## config.mk

```make
export PLATFORM = sky130hd
export DESIGN_NAME = rtc_bus_responder
export DESIGN_NICKNAME = d
export VERILOG_FILES = /design/src/rtl/rtc_bus_responder.sv
export SDC_FILE = /design/constraint.sdc
export NUM_CORES = 1
export LEC_CHECK = 0
export BUFFER_PORTS_ARGS = -buffer_cell sky130_fd_sc_hd__buf_2
export CORE_UTILIZATION = 42
export CTS_CLUSTER_SIZE = 25
export DETAILED_ROUTE_END_ITERATION = 10
export PLACE_DENSITY_LB_ADDON = 0.12
export SYNTH_ARGS = -nofsm -noshare
export SYNTH_HDL_FRONTEND = slang
export SYNTH_SLANG_ARGS = --single-unit
```

## constraint.sdc

```tcl
create_clock -name clk_100MHz -period 3.4 [get_ports clk_100MHz]
set_clock_uncertainty 0.05 [all_clocks]
set_input_delay 0.17 -clock clk_100MHz [delete_from_list [all_inputs] [get_ports clk_100MHz]]
set_output_delay 0.17 -clock clk_100MHz [all_outputs]
set_load 0.05 [all_outputs]
```

## src/rtl/rtc_bus_responder.sv

```systemverilog
// Responder side of the multiplexed 8-bit RTC bus.
// Holds a BCD time register file plus scratch registers, driven by a 1 s tick.
module rtc_bus_responder #(
    parameter int TICK_DIV    = 100_000_000,
    parameter int SYNC_STAGES = 2
) (
    input  logic       clk_100MHz,
    input  logic       reset_n,
    input  logic       a_d,
    input  logic       c_s,
    input  logic       r_d,
    input  logic       w_r,
    input  logic [7:0] ad_in,
    output logic [7:0] ad_out,
    output logic       ad_oe,
    output logic       sec_pulse
);

    localparam int CW = $clog2(TICK_DIV);
    localparam logic [7:0] LO [6] = '{8'h00, 8'h00, 8'h00, 8'h01, 8'h01, 8'h00};
    localparam logic [7:0] HI [6] = '{8'h59, 8'h59, 8'h23, 8'h31, 8'h12, 8'h99};

    typedef enum logic [1:0] {IDLE, ADDR, WDATA, READ} state_t;

    state_t      state, state_n;
    logic [3:0]  st_sh [SYNC_STAGES];
    logic [7:0]  ad_sh [SYNC_STAGES];
    logic        a_d_s, c_s_s, r_d_s, w_r_s;
    logic [7:0]  ad_s;
    logic        cs, rd_act, latch, commit;
    logic [7:0]  addr;
    logic [7:0]  regs [16];
    logic [7:0]  tk [6];
    logic [CW-1:0] cnt;
    logic        wrap, tick_pend, apply;

    // Strobes idle high in reset so release never looks like an edge.
    always_ff @(posedge clk_100MHz or negedge reset_n) begin
        if (!reset_n) begin
            for (int i = 0; i < SYNC_STAGES; i++) begin
                st_sh[i] <= 4'b0111;
                ad_sh[i] <= 8'h00;
            end
        end else begin
            st_sh[0] <= {a_d, c_s, r_d, w_r};
            ad_sh[0] <= ad_in;
            for (int i = 1; i < SYNC_STAGES; i++) begin
                st_sh[i] <= st_sh[i-1];
                ad_sh[i] <= ad_sh[i-1];
            end
        end
    end

    assign {a_d_s, c_s_s, r_d_s, w_r_s} = st_sh[SYNC_STAGES-1];
    assign ad_s   = ad_sh[SYNC_STAGES-1];
    assign cs     = ~c_s_s;
    assign rd_act = cs & a_d_s & ~r_d_s & w_r_s;

    always_ff @(posedge clk_100MHz or negedge reset_n) begin
        if (!reset_n) state <= IDLE;
        else          state <= state_n;
    end

    always_comb begin
        state_n = state;
        latch   = 1'b0;
        commit  = 1'b0;
        unique case (state)
            IDLE: begin
                if (rd_act)
                    state_n = READ;
                else if (cs & ~a_d_s & ~w_r_s)
                    state_n = ADDR;
                else if (cs & a_d_s & ~w_r_s & r_d_s)
                    state_n = WDATA;
            end
            ADDR: begin
                if (!cs || a_d_s || !r_d_s) begin
                    state_n = IDLE;
                end else if (w_r_s) begin
                    state_n = IDLE;
                    latch   = 1'b1;
                end
            end
            WDATA: begin
                if (!cs || !a_d_s || !r_d_s) begin
                    state_n = IDLE;
                end else if (w_r_s) begin
                    state_n = IDLE;
                    commit  = (addr[7:4] == 4'h0);
                end
            end
            READ: begin
                if (!rd_act) state_n = IDLE;
            end
            default: state_n = IDLE;
        endcase
    end

    function automatic logic [8:0] bcd_inc(input logic [7:0] v,
                                           input logic [7:0] lo,
                                           input logic [7:0] hi);
        logic ok;
        ok = (v[3:0] <= 4'd9) && (v[7:4] <= 4'd9);
        if (!ok || v >= hi)
            return {1'b1, lo};
        else if (v[3:0] == 4'd9)
            return {1'b0, v[7:4] + 4'd1, 4'd0};
        else
            return {1'b0, v[7:4], v[3:0] + 4'd1};
    endfunction

    always_comb begin : tick_calc
        logic       cy;
        logic [8:0] r;
        cy = 1'b1;
        r  = 9'h000;
        for (int i = 0; i < 6; i++) begin
            r     = bcd_inc(regs[i], LO[i], HI[i]);
            tk[i] = cy ? r[7:0] : regs[i];
            cy    = cy & r[8];
        end
    end

    assign wrap  = (cnt == CW'(TICK_DIV - 1));
    assign apply = tick_pend & ~commit;

    always_ff @(posedge clk_100MHz or negedge reset_n) begin
        if (!reset_n) begin
            cnt       <= '0;
            tick_pend <= 1'b0;
            sec_pulse <= 1'b0;
        end else begin
            cnt       <= wrap ? '0 : cnt + CW'(1);
            tick_pend <= wrap | (tick_pend & ~apply);
            sec_pulse <= apply;
        end
    end

    // A bus write takes the cycle; the pending tick lands on the next one.
    always_ff @(posedge clk_100MHz or negedge reset_n) begin
        if (!reset_n) begin
            addr <= 8'h00;
            for (int i = 0; i < 16; i++)
                regs[i] <= (i == 3 || i == 4) ? 8'h01 : 8'h00;
        end else begin
            if (latch)
                addr <= ad_s;
            if (commit)
                regs[addr[3:0]] <= ad_s;
            else if (apply)
                for (int i = 0; i < 6; i++)
                    regs[i] <= tk[i];
        end
    end

    always_ff @(posedge clk_100MHz or negedge reset_n) begin
        if (!reset_n) begin
            ad_oe  <= 1'b0;
            ad_out <= 8'h00;
        end else begin
            ad_oe <= rd_act;
            if (rd_act)
                ad_out <= (addr[7:4] == 4'h0) ? regs[addr[3:0]] : 8'h00;
        end
    end

endmodule
```

# Word-level counts from Yosys, hierarchy flattened

Index checks and enable logic that the tools add are counted.

Bits in registers: 200
Output and inout bits: 10

Multiplexer cells: 41
Magnitude comparators: 20
Eq/ne operators: 12
Bitwise logic cells: 21
Reduce and logical (&&, ||, !) cells: 51
Add/sub/neg operators: 13

Operators with widths:

| kind                    | count |
|---|---|
| $bwmux W128             | 1 |
| $mux W8                 | 16 |
| $mux W48                | 2 |
| $add A4 B1 Y4 const B   | 12 |
| $le A4 B4 Y1 const B    | 12 |
| $mux W9                 | 5 |
| $bmux W8 S4             | 1 |
| $demux W8 S4            | 1 |
| $add A27 B1 Y27 const B | 1 |
| $eq A27 B27 Y1 const B  | 1 |
| $mux W27                | 1 |
| $eq A4 B4 Y1 const B    | 6 |
| $reduce_bool A3 Y1      | 6 |
| $ge A8 B6 Y1 const B    | 2 |
| $ge A8 B7 Y1 const B    | 2 |
| $reduce_and A3 Y1       | 5 |
| $mux W2                 | 7 |
| $reduce_and A2 Y1       | 7 |
| $and A1 B1 Y1           | 13 |
| $reduce_bool A2 Y1      | 6 |
| $logic_or A1 B1 Y1      | 10 |
| $ge A8 B5 Y1 const B    | 1 |
| $ge A8 B8 Y1 const B    | 1 |
| $logic_not A1 Y1        | 8 |
| 14 further kinds        | 31 |

# Logic depth before layout (Yosys ltp)

Gate-level depths: netlist of run 1.

Depth in word-level cells: 12
Mapped depth: 9

# Least setup slack after synthesis of run 1

OpenSTA, ideal clock, no wires.

Kind: register to register
Start point: reg addr[5]
End point: reg regs[38] (netlist bit)
Setup slack: 0.871 ns
Setup time: 0.128 ns
Buffers on the path: 2
Required time: 3.222 ns
Data arrival time: 2.352 ns
Cell stages (with the launch flop): 8
Cells stage by stage: dfrtp_1 or4_4 or3_1 buf_4 nor3b_4 and3_1 buf_4 mux2_1

Longest elaborated chain between the ends: 4

RTL lines:

| what                           | RTL line | RTL |
|---|---|---|
| start: declaration             | 31       | `logic [7:0] addr;` |
| start signal: assignment       | 148      | `addr <= ad_s;` |
| $logic_not A4 Y1               | 90       | `commit = (addr[7:4] == 4'h0);` |
| $mux W1                        | 88       | `end else if (w_r_s) begin` |
| $mux W1                        | 86       | `if (!cs \|\| !a_d_s \|\| !r_d_s) begin` |
| $mux W1                        | 68       | `unique case (state)` |
| end signal: indexed assignment | 145      | `regs[i] <= (i == 3 \|\| i == 4) ? 8'h01 : 8'h00;` |
| end signal: indexed assignment | 150      | `regs[addr[3:0]] <= ad_s;` |
| end signal: indexed assignment | 153      | `regs[i] <= tk[i];` |
| end: declaration               | 32       | `logic [7:0] regs [16];` |

Every way passes these cells.
A chain may end at the register's enable or synchronous reset.

# Worst setup path after layout of run 1

Start point: reg regs[124] (netlist bit)
End point: reg regs[84] (netlist bit)

Longest elaborated chain between the ends: 11
Elaborated cells between the ends (all ways): 12
Those cells by class: order compare (2); mux (1); bitwise (4); reduce/logical (5)

RTL lines:

| what                             | RTL line | RTL |
|---|---|---|
| $le A4 B4 Y1                     | 104      | `ok = (v[3:0] <= 4'd9) && (v[7:4] <= 4'd9);` |
| $logic_and A1 B1 Y1              | 104      |  |
| $logic_not A1 Y1                 | 105      | `if (!ok \|\| v >= hi)` |
| $logic_or A1 B1 Y1 (*)           | 105      |  |
| $mux W9 (*)                      | 105      |  |
| $and A1 B1 Y1 (*) (4 in series)  | 121      | `cy = cy & r[8];` |
| $reduce_bool A2 Y1 (no line) (*) | -        |  |
| $reduce_and A3 Y1 (no line) (*)  | -        |  |

Every way passes the cells marked *; elsewhere a longest branch is shown, timed or not.

==> qor.csv, run 1 <==
stage;metric;value;unit
hold_path;min_path_type;in2async;
setup_path;critical_path.max_fanout;8;
yosys;netlist-cell-type-count;72;
floorplanning;number_of_ports_placed_on_the_die_boundary;24;
grt;grt_start_max_net_pins;72;
yosys;synth-xor-area-share;2.277;%
detailed_routing;drt_first_iter_violations;491;
yosys;count_of_flip_flops_with_a_built_in_enable_after_synthesis;0;
floorplanning;die_height;156.3;um
pwr;total_switching_power;1.451;mW
sta;post-route-period-util;82.41;%
floorplanning;die-width;156.3;um
sta;period_minus_slack;2.802;ns
finish;diodes;0;
yosys;mappedNetlistArea;10000;um2
pwr;areal_power_density_over_the_cells;462.3;nW/um2
floorplanning;placeableCoreArea;23400;um2
grt;antenna_found_initial;2;
cts;clk_root_buffer_cell;clkbuf_16;
setup_path;timing.reg2reg.worst_path_depth;8;
place;detailed_place_hpwl;17.11;mm
cts;clock-sinks;200;
cts;cts_tree;yes;
place;globalplace.congestion;0.8944;
setup_path;arrival;3.04;ns
flow_run;maxCapViolations;0;
setup_path;critPathCaptureType;flop;
yosys;synth.yosys.seq_area_share;50.14;%
setup_path;setup.worst_path.start_class;flop;
sta;final-hold-violation-count;0;
detailed_routing;vias_per_std_cell;5.806;
yosys;yosys_register_bits;200;
cts;cts_inserted_buffers;17;
yosys;synth_top_cell_by_area;dfrtp_1;
sta;fmaxAchievable;0.3569;GHz
yosys;gate_count_post_synth;852;
floorplanning;effective_utilization_at_floorplan;42.73;%
setup_path;regToRegStartpoint;regs[124];
detailed_routing;drt_pre_antenna_iters;5;
setup_path;crit-reg2reg-capture;regs[84];
yosys;asr_flop_ratio_synth;100.0;%
setup_path;required;3.64;ns
yosys;synth_top_flop_cell;dfrtp_1;
pwr;p_comb_share;11.0;%
yosys;yosys.area_share.adder;2.252;%
detailed_routing;ant_nets;0;
yosys;synth_compound_gate_area_share;9.321;%
finish;layout-drive-gt1-share;24.72;%
pwr;power_leakage;5.111;nW
cts;cts.path.max_buffers;2;
cts;post_cts_resized;0;
pwr;clock_power_share;39.1;%
pwr;power.internal;3.741;mW
pwr;netSwitchingFraction;27.94;%
cts;ctsHtreeMaxLevel;4;
grt;grt.total_usage;21.92;%
grt;grt_first_pass_wirelength;40.15;mm
place;port_buffers;23;
setup_path;r2r_setup_slack;0.60;ns
yosys;yosys.area.top_type_share;48.04;%
pwr;p_seq_share;50.0;%
yosys;netlist_top_cells_area;dfrtp_1, mux2_2, mux4_2;
sta;totalNegativeSetupSlack;0;ns
sta;slew_hr;36.17;%
sta;setup_viol;0;
sta;setup_slack;0.5979;ns
floorplanning;dieArea;24430;um2
detailed_routing;detail_route.wirelength;25.02;mm
setup_path;worstSetupPathType;reg2reg;
grt;grt_remaining_overflow;0;
run_status;run_status;completed;
finish;area_growth_syn_to_layout;12.29;%
cts;clkSlewWorstSetupHoldPaths;0.08;ns
detailed_routing;drc_errors;0;
yosys;synthesis.yosys.warnings;0;
yosys;syn-mean-instance-area;11.74;um2
yosys;synth_mux_area_share;19.33;%
yosys;synth_fp_nets;884;
finish;finalNetCount;913;
cts;clkLatencyLatePin;0.43;ns
yosys;area_share_of_and_or_nand_nor_cells_after_synthesis;13.96;%
sta;worst_slew_pin_slew;0.9574;ns
sta;grt_setup_unrepaired;no;
sta;report.final.slew_viol_count;0;
floorplanning;num_rows;56;
pwr;irDropWorstVdd;0.0003216;V
place;dp_slack;0.7021;ns
yosys;largest_family_of_logic_cells_by_synthesized_area;multiplexers;
detailed_routing;detail_route.wl_per_cell;20.63;um
grt;first_global_vias;7039;
detailed_routing;num_vias;7043;
sequential cells by signal (all words and copies together) (netlist names), 2 cells and up:
signal  flops
ad_out      8
ad_s        8
ad_sh       8
addr        8
cnt        27
regs      128
st_sh       5
state       2
worst max path at each step:
stage               slack [ns]  cells past startpoint  startpoint  endpoint
floorplan                 0.87                      7     addr[5]  regs[38]
global placement          0.61                      9   regs[125]  regs[85]
detailed placement        0.70                      5     addr[5]  regs[34]
CTS                       0.65                      8   regs[124]  regs[84]
global route              0.39                      9   regs[125]  regs[84]
finish                    0.60                      8   regs[124]  regs[84]
per-stage QoR:
stage / instances / hold slack, ns / util (%) / power (mW) / area [um2]
floorplan: 852 / -0.1756 / - / 2.971 / 10000
global placement: 1168 / 0.1705 / 44.93 / 3.188 / 10520
detailed placement: 1168 / 0.1791 / 44.93 / 3.202 / 10520
CTS: 1213 / 0.2822 / 47.98 / 5.245 / 11230
global route: 1213 / 0.3071 / 47.98 / 5.395 / 11230
finish: 1213 / 0.2535 / 47.98 / 5.191 / 11230
cells by family after synthesis:
kind of cell	count (synthesis)
flops	200
xor+xnor	26
mux	132
fa+ha+maj	18
compound gates	144
simple gates	263
buf+inv	69
cells in the mapped netlist (15+ instances only):
cell        n
nor2_1     53
mux2_2     81
nand3_1    36
mux4_2     40
clkbuf_1   30
a21oi_1    29
xor2_1     15
inv_1      22
nand2_1    74
dfrtp_1   192
o21ai_0    46
ha_1       18
cell type report:
cell class                      count  area, um2
Clock buffer                       18      429.2
Clock inverter                     14      155.1
Fill cell                        2117      12170
Inverter                           23      86.33
Multi-Input combinational cell    583       4715
Sequential cell                   200       5016
Tap cell                          319      399.1
Timing Repair Buffer               56      429.2
cells in the final DEF (no fill, tap or decap), types with 9 or more instances in the layout:
master	count
and3_1	14
o21ai_0	46
buf_2	22
ha_1	18
nor2_1	53
dlygate4sd3_1	13
clkbuf_16	17
or3_1	10
dfrtp_1	191
nand2b_1	12
mux4_2	40
buf_4	18
nand2_1	74
nand4_1	9
a21oi_1	29
inv_1	22
nand3_1	36
xor2_1	15
mux2_2	81
xnor2_1	11
nor3_1	14
worst max-delay path: stages, from the launching register on:
cell and delay (ns):
dfrtp_1 0.53, ha_1 0.21, nand2_1 0.05, o2111a_1 0.35, a2111oi_0 0.57, buf_4 0.22
o2111ai_1 0.27, a211oi_1 0.34, a21oi_1 0.07
power groups by stage:
stage / Sequential, mW / Clock (mW) / Combinational, mW
2_1_floorplan: 2.56 / 0 / 0.409
3_3_place_gp: 2.64 / 0 / 0.550
3_5_place_dp: 2.64 / 0 / 0.559
4_1_cts: 2.60 / 2.08 / 0.571
5_1_grt: 2.61 / 2.17 / 0.616
6_report: 2.60 / 2.03 / 0.569
routing by layer:
metal	up-vias	GRT usage, %	wire length (um)
met2	228	34.42	11750
li1	3175	-	-
met5	-	0	31
met1	3581	30.65	11380
met3	55	2.963	1030
met4	4	8.917	820
what timing repair did:
item	in CTS	in global routing
setup buffers	0	0
hold endpoints to repair	78	0
hold buffers	13	0
Power figures use the tool's default switching activity.
==> run 2: changes to the inputs <==
clock period = 2.75 ns   (was 3.4 ns; I/O delays follow)
==> run 2 against run 1 <==
  * Global-route usage increased by 0.63 points
  * Clock power increased by 22%
  * Largest cell class unchanged
  * Setup slack got worse by 0.48 ns
  * Clock-buffer cell count increased by 1
  * Power increased by 23%
  * Final cell count increased by 1.2%
==> qor.csv, run 2 (synthesis gave the netlist of run 1 again) <==
stage;metric;value;unit;change
place;port_buffers;23;;unchanged
setup_path;required;3.06;ns;-0.58 ns
detailed_routing;drt_first_iter_violations;569;;+16%
detailed_routing;drt_pre_antenna_iters;5;;unchanged
setup_path;setup.worst_path.start_class;flop;;
finish;layout_top_registers;regs x128, cnt x27;;
floorplanning;placeableCoreArea;23400;um2;unchanged
pwr;areal_power_density_over_the_cells;563.4;nW/um2;+22%
setup_path;crit-reg2reg-capture;regs[100];;
run_status;run_status;completed;;
pwr;irDropWorstVdd;0.0004395;V;+37%
grt;busiest_layer;met2;;
finish;layout-drive-gt1-share;26.10;%;+1.4 points
sta;fmaxAchievable;0.3794;GHz;+6.3%
finish;layoutNonFillerInstCount;1227;;+1.2%
cts;clkLatencyLatePin;0.44;ns;about the same
cts;clk_root_buffer_cell;clkbuf_16;;
floorplanning;die_height;156.3;um;unchanged
finish;area_growth_syn_to_layout;13.70;%;
detailed_routing;num_vias;7015;;-0.40%
cts;cts_inserted_buffers;17;;unchanged
pwr;totalPowerFinal;6.407;mW;+23%
sta;post-route-period-util;95.85;%;+13 points
cts;clkSlewWorstSetupHoldPaths;0.07;ns;about the same
floorplanning;effective_utilization_at_floorplan;42.73;%;unchanged
floorplanning;number_of_ports_placed_on_the_die_boundary;24;;unchanged
setup_path;critPathCaptureType;flop;;
sta;report.final.slew_viol_count;0;;unchanged
sta;final-hold-violation-count;0;;unchanged
grt;first_global_vias;7139;;+1.4%
finish;largest_register_ffs;128;;unchanged
floorplanning;num_rows;56;;unchanged
place;globalplace.congestion;0.8359;;-6.5%
sta;period_minus_slack;2.636;ns;-0.1663 ns
finish;largest-register;regs;;
grt;gr-usage-met3;2.935;%;-0.028 points
floorplanning;dieArea;24430;um2;unchanged
finish;diodes;0;;unchanged
pwr;power_leakage;5.186;nW;+1.5%
grt;grt_start_max_net_pins;77;;+6.9%
sta;setup_viol;0;;unchanged
cts;clock-sinks;200;;unchanged
setup_path;r2r_setup_slack;0.11;ns;-0.48 ns
cts;ctsHtreeMaxLevel;4;;unchanged
detailed_routing;ant_nets;0;;unchanged
sta;slew_hr;29.68;%;-6.5 points
flow_run;maxCapViolations;0;;unchanged
finish;commonest_non_fill_non_tap_cells_in_the_layout;dfrtp_1, mux2_2, nand2_1;;
grt;grt.total_usage;22.55;%;+0.63 points
floorplanning;die-width;156.3;um;unchanged
place;dp.cells;1181;;+1.1%
hold_path;min_path_type;in2async;;
detailed_routing;vias_per_std_cell;5.717;;-1.5%
grt;grt_first_pass_wirelength;41.44;mm;+3.2%
finish;nFillCells;2121;;+0.19%
grt;met1_usage;31.73;%;+1.1 points
grt;grt_met2_usage;36.59;%;+2.2 points
place;detailed_place_hpwl;17.88;mm;+4.5%
cts;cts_tree;yes;;
setup_path;worstSetupPathType;reg2reg;;
setup_path;regToRegStartpoint;addr[5];;
setup_path;arrival;2.95;ns;-0.09 ns
grt;grt_remaining_overflow;0;;unchanged
detailed_routing;detail_route.wl_per_cell;20.99;um;+1.7%
sta;grt_setup_unrepaired;no;;
finish;final_common_cell;dfrtp_1;;
detailed_routing;drc_errors;0;;unchanged
setup_path;critical_path.max_fanout;5;;-3
finish;finalNetCount;927;;+1.5%
sta;worst_slew_pin_slew;1.055;ns;+0.09731 ns
detailed_routing;detail_route.wirelength;25.75;mm;+2.9%
cts;cts.path.max_buffers;2;;unchanged
grt;antenna_found_initial;0;;-2
setup_path;timing.reg2reg.worst_path_depth;6;;-2
run 2: final cells by class:
class	instances	area, um2	share of cell area, %
clock buffer	19	442.9	3.895
tap	319	399.1	3.510
multi-input combinational	583	4722	41.53
inverter	23	86.33	0.7592
timing repair buffer	70	571.8	5.029
clock inverter	13	132.6	1.166
sequential	200	5016	44.11
run 2: worst max path at each step:
stage                          from        end  slack [ns]  cells past startpoint
after floorplan             addr[5]   regs[38]        0.22                      7
after global placement    regs[125]   regs[84]       -0.05                      9
after detailed placement  regs[125]   regs[84]      -0.005                      9
after CTS                   addr[5]   regs[75]        0.05                      5
after global routing        addr[5]   regs[97]        0.01                      6
final                       addr[5]  regs[100]        0.11                      6
run 2: where the power goes:
part / switching [mW] / total, mW / internal (mW)
Clock: 1.24 / 2.47 / 1.23
Combinational: 0.415 / 0.740 / 0.326
Sequential: 0.175 / 3.20 / 3.02
run 2: metal layers:
| layer | share of wire (%) | vias to the layer above |
|---|---|---|
| li1 | - | 3194 |
| met1 | 47 | 3600 |
| met4 | 1.4 | 0 |
| met2 | 48 | 195 |
| met3 | 3.8 | 26 |
| met5 | 0 | - |
run 2: critical path, cell delays in order (launching register included):
cell	delay, ns
dfrtp_1	0.41
or4_4	0.57
or3_1	0.51
nor4_4	0.45
a21oi_1	0.18
a21oi_2	0.22
a2bb2oi_1	0.17
run 2: stage by stage:
stage / setup WS (ns) / utilization [%] / TNS (ns) / hold slack (ns) / area, um2
6_report: 0.1142 / 48.59 / 0 / 0.2546 / 11370
3_5_place_dp: -0.005419 / 45.46 / -0.009562 / 0.1743 / 10640
5_1_grt: 0.01176 / 48.59 / 0 / 0.2838 / 11370
2_1_floorplan: 0.2207 / - / 0 / -0.2081 / 10000
3_3_place_gp: -0.04854 / 45.46 / -0.07607 / 0.1622 / 10640
4_1_cts: 0.04603 / 48.48 / 0 / 0.2644 / 11340
run 2: repair_timing:
action	in CTS	in global routing
cloned	0	0
hold endpoints to repair	84	0
pin swaps	0	2
setup buffers	0	1
hold buffers	13	0
setup endpoints to repair	2	22
gates resized for setup	1	2
